<file path="src/rtl/seq_tx.sv">
// Serial pattern transmitter: sends a captured W-bit pattern MSB-first, reps times,
// with a programmable idle gap between copies. All outputs are registered.
module seq_tx #(
  parameter int unsigned W  = 4,
  parameter int unsigned CW = 8,
  parameter int unsigned GW = 4
) (
  input  logic          clk_i,
  input  logic          rst_ni,
  input  logic          start_i,
  input  logic          abort_i,
  input  logic [W-1:0]  pattern_i,
  input  logic [CW-1:0] reps_i,
  input  logic [GW-1:0] gap_i,
  output logic          dout_o,
  output logic          dvalid_o,
  output logic          busy_o,
  output logic          done_o,
  output logic [1:0]    st_o
);

  localparam int unsigned IW = $clog2(W);

  localparam logic [1:0] StIdle  = 2'b00;
  localparam logic [1:0] StShift = 2'b01;
  localparam logic [1:0] StGap   = 2'b10;
  localparam logic [1:0] StDone  = 2'b11;

  localparam logic [IW-1:0] IdxTop = IW'(W - 1);

  logic [1:0]    state_q, state_d;
  logic [W-1:0]  shadow_q, shadow_d;
  logic [GW-1:0] gap_len_q, gap_len_d;
  logic [CW-1:0] rep_q, rep_d;
  logic [GW-1:0] gap_cnt_q, gap_cnt_d;
  logic [IW-1:0] idx_q, idx_d;
  logic          dout_q, dout_d;
  logic          dvalid_q, dvalid_d;
  logic          busy_q, busy_d;
  logic          done_q, done_d;

  // Outputs are computed from the current state and registered, so they trail st_o by one cycle.
  always_comb begin
    state_d   = state_q;
    shadow_d  = shadow_q;
    gap_len_d = gap_len_q;
    rep_d     = rep_q;
    gap_cnt_d = gap_cnt_q;
    idx_d     = idx_q;
    dout_d    = 1'b0;
    dvalid_d  = 1'b0;
    done_d    = 1'b0;
    busy_d    = (state_q != StIdle);

    case (state_q)
      StIdle: begin
        if (start_i && !abort_i) begin
          shadow_d  = pattern_i;
          gap_len_d = gap_i;
          rep_d     = reps_i;
          if (reps_i != '0) begin
            state_d = StShift;
            idx_d   = IdxTop;
          end else begin
            state_d = StDone;
          end
        end
      end
      StShift: begin
        dout_d   = shadow_q[idx_q];
        dvalid_d = 1'b1;
        if (idx_q != '0) begin
          idx_d = idx_q - IW'(1);
        end else begin
          if (rep_q != '0) rep_d = rep_q - CW'(1);
          if (rep_q <= CW'(1)) begin
            state_d = StDone;
          end else if (gap_len_q != '0) begin
            state_d   = StGap;
            gap_cnt_d = gap_len_q;
          end else begin
            idx_d = IdxTop;
          end
        end
      end
      StGap: begin
        if (gap_cnt_q != '0) gap_cnt_d = gap_cnt_q - GW'(1);
        if (gap_cnt_q <= GW'(1)) begin
          state_d = StShift;
          idx_d   = IdxTop;
        end
      end
      StDone: begin
        done_d  = 1'b1;
        state_d = StIdle;
      end
      default: state_d = StIdle;
    endcase

    if (abort_i && (state_q != StIdle)) begin
      state_d  = StIdle;
      dout_d   = 1'b0;
      dvalid_d = 1'b0;
      done_d   = 1'b0;
      busy_d   = 1'b0;
    end
  end

  always_ff @(posedge clk_i or negedge rst_ni) begin
    if (!rst_ni) begin
      state_q   <= StIdle;
      shadow_q  <= '0;
      gap_len_q <= '0;
      rep_q     <= '0;
      gap_cnt_q <= '0;
      idx_q     <= '0;
      dout_q    <= 1'b0;
      dvalid_q  <= 1'b0;
      busy_q    <= 1'b0;
      done_q    <= 1'b0;
    end else begin
      state_q   <= state_d;
      shadow_q  <= shadow_d;
      gap_len_q <= gap_len_d;
      rep_q     <= rep_d;
      gap_cnt_q <= gap_cnt_d;
      idx_q     <= idx_d;
      dout_q    <= dout_d;
      dvalid_q  <= dvalid_d;
      busy_q    <= busy_d;
      done_q    <= done_d;
    end
  end

  assign dout_o   = dout_q;
  assign dvalid_o = dvalid_q;
  assign busy_o   = busy_q;
  assign done_o   = done_q;
  assign st_o     = state_q;

endmodule

</file>
<file path="config.mk">
export PLATFORM = sky130hd
export DESIGN_NAME = seq_tx
export DESIGN_NICKNAME = d
export VERILOG_FILES = /design/src/rtl/seq_tx.sv
export SDC_FILE = /design/constraint.sdc
export NUM_CORES = 1
export LEC_CHECK = 0
export BUFFER_PORTS_ARGS = -buffer_cell sky130_fd_sc_hd__buf_2
export CORE_ASPECT_RATIO = 0.6
export CORE_MARGIN = 2
export CORE_UTILIZATION = 30
export DETAILED_ROUTE_END_ITERATION = 6
export HOLD_SLACK_MARGIN = 0.02
export MAX_ROUTING_LAYER = met4
export PLACE_DENSITY = 0.55
export SKIP_CTS_REPAIR_TIMING = 1
export SYNTH_ARGS = -nofsm -noshare
export SYNTH_HDL_FRONTEND = slang
export SYNTH_SLANG_ARGS = --single-unit
</file>
<file path="constraint.sdc">
create_clock -name clk_i -period 4.9 [get_ports clk_i]
set_input_delay 0.98 -clock clk_i [delete_from_list [all_inputs] [get_ports clk_i]]
set_output_delay 0.98 -clock clk_i [all_outputs]
set_load 0.02 [all_outputs]
</file>
==> summary.txt <==
Post-synthesis sequential area ratio: 41.73%
Num Clock Sinks: 28
Diodes inserted: 0
Final hold vios: 0
Area Overhead vs Synth: 14.31%
Fin area: 1919 um^2
RSZ-0062 raised after global routing: false
CP Cell Sequence: buf_2 > or4b_1 > a32oi_4 > o21ai_0 > a22o_1
Layout Nets: 231
Hold WC Path Type: reg2reg
IO Pins: 26
Placer Congestion: 0.8088
First-pass iteration count of the detailed router: 4
NetSw: 0.0004988 W
Core Area: 5492 um^2
Initial drt markers: 107
Wire per inst: 14.03 um
Fmax: 403.6 MHz
Largest net degree at the start of global routing: 29
Peak supply drop: 0.0001499 V
Synthesized flop and latch total: 28
Total track usage: 13.78%
Most common cell after layout, fill and taps aside: dfrtp_1
Clock power share: 15.7%
Switch share: 42.49%
Internal: 0.0006752 W
Setup TNS: 0 ns
Status: completed
Flop2flop setup slack: 2.61 ns
Routed vias/inst: 5.077
Cell area after synthesis: 1679 um^2
CP bufs+invs: 1
WL final: 3831 um
# rows: 21
Final ANT Viol Nets: 0
Share of cells above drive strength 1: 20.10%
Die ar.: 6231 um^2
Crit path to: rep_q[3]
Worst Clk Skew: 0.002227 ns
Worst EP required: 5.08 ns
Area leader, netlist: dfrtp_1
Worst skew pair latency: 0.28 ns
CP Class: in2reg
Crit Path Max Fanout: 12
Worst EP arrival: 2.65 ns
CP Launch Type: input pin
CP Capture Type: flop
Worst-path clk slew: 0.10 ns
Period utilization: 50.57%
Worst slew margin: 38.84%
Yosys warns: 0
Via count: 1386
Root buffer cell: clkbuf_8
Pre-CTS worst setup slack: 2.121 ns
DIE WIDTH: 100.6 um
Chip Height: 61.95 um
Vias in the first global route: 1235
Crit-path slowest cell: or4b_1
Syn Area/Cell: 9.226 um^2
Syn Inst Count: 182
Initial antenna violation count: 0
Seq. cell area: 700.7 um^2
CP top delay family: compound AO/OA/AOI/OAI gates
RR Startpoint: st_o[0]
H-tree depth: 1
Critical Path Stages: 5
Final setup viols: 0
CTS tree: built
DRC violations left: 0
Worst stage delay on the critical path: 0.70 ns
Slew Limit Fails: 0
Initial Utilization: 30.58%
DP Area: 1848 um^2
Yosys top cell area share: 41.73%
EDFF count, synth: 0
Final HPWL DP: 2965 um
Synth Net Count: 208
FILL cells: 566
Leak: 0.8503 nW
Worst Setup SP: abort_i
First-pass GRT wire length: 6341 um
R2R depth: 4
Clock tree buffer depth: 2
Most frequent cells in the layout: dfrtp_1 (28), nand2_1 (27), buf_2 (25), nor2_1 (14), a21oi_1 (10)
Area of the multi-input gates: 902.1 um^2
I/O Buffers: 25
PwrDens: 611.6 nW/um^2
CTS buffer count: 3
Primary FF master, synth: dfrtp_1
Worst hold slack: 0.4835 ns
Max-cap violations: 0
Distinct cell type count after synthesis: 48
Seq pwr share: 39.7%
Fin crit period: 2.478 ns
Worst-Margin Slew: 0.9104 ns
Reg-to-reg endpoint: rep_q[3]
Global route overflow: 0
Util after Layout: 34.95%
Setup ws final: 2.422 ns
Top post-synthesis cells by area: dfrtp_1 (42%), nand2_1 (6.0%), ha_1 (4.5%)
Post-synth ARST share: 100.0%
Share of total power in combinational logic: 44.6%
-- synthesized netlist by cell type, drive strengths merged, types with 2 or more instances --
cell / count
nand2b: 5
a22o: 4
nor4: 4
nor3b: 4
o21ai: 9
nor3: 5
o211ai: 2
or2: 3
ha: 6
nor2b: 2
a22oi: 4
a31o: 2
buf: 3
o2bb2ai: 3
a21oi: 10
nand2: 27
inv: 9
o2111ai: 2
a32oi: 2
nand3: 3
nor2: 14
o311ai: 2
clkbuf: 4
and2: 3
dfrtp: 28
o22ai: 2
a31oi: 5
-- worst reg2reg max path, cell delays in order, from the launching register on --
cell     delay (ns)
dfrtp_1        0.55
or4b_1         0.81
a32oi_4        0.42
o21ai_0        0.16
a22o_1         0.25
-- power by group through the flow --
| stage | Sequential (W) | Clock (W) | Combinational [W] |
|---|---|---|---|
| 2_1_floorplan | 0.000439 | 0 | 0.000426 |
| 3_3_place_gp | 0.000469 | 0 | 0.000527 |
| 3_5_place_dp | 0.000466 | 0 | 0.000524 |
| 4_1_cts | 0.000464 | 0.000191 | 0.000525 |
| 5_1_grt | 0.000486 | 0.000198 | 0.000589 |
| 6_report | 0.000465 | 0.000184 | 0.000524 |
-- layout make-up --
type,count,share of cell area (%)
tap,69,4.498
inverter,9,1.760
timing repair buffer,25,6.519
clock inverter,1,1.565
sequential,28,36.51
clock buffer,3,2.151
multi-input combinational,138,47.00
-- worst min path at each step --
stage / startpoint / end / cells after the start
2_1_floorplan: shadow_q[2] / shadow_q[2] / 2
3_3_place_gp: shadow_q[1] / shadow_q[1] / 2
3_5_place_dp: shadow_q[1] / shadow_q[1] / 2
4_1_cts: shadow_q[1] / shadow_q[1] / 2
5_1_grt: shadow_q[1] / shadow_q[1] / 2
6_report: shadow_q[1] / shadow_q[1] / 2
-- registers in the layout, summed over array words and instances (netlist names) --
signal,flops
gap_cnt_q,4
dvalid_o,1
gap_len_q,4
busy_o,1
shadow_q,4
st_o,2
rep_q,8
idx_q,2
dout_o,1
done_o,1
-- cells by family after synthesis --
logic type / share of synthesized area (%)
flip-flops: 41.73
adder cells (fa/ha/maj): 4.471
AO/OA/AOI/OAI: 23.77
multiplexers: 1.341
buffers and inverters: 4.545
AND/OR/NAND/NOR: 24.14
-- through the flow --
step | power (W) | instances
after global routing | 0.001274 | 273
after floorplan | 0.0008649 | 182
after global placement | 0.0009965 | 269
final | 0.001174 | 273
after detailed placement | 0.0009896 | 269
after CTS | 0.001181 | 273
-- layer usage --
layer / global-route usage (%) / up-vias / wire length, um
met5: - / - / 0
met4: 2.348 / 0 / 15
met3: 3.132 / 2 / 140
met2: 17.33 / 25 / 1437
met1: 21.84 / 648 / 2237
li1: - / 711 / -
(Power assumes the default switching activity.)
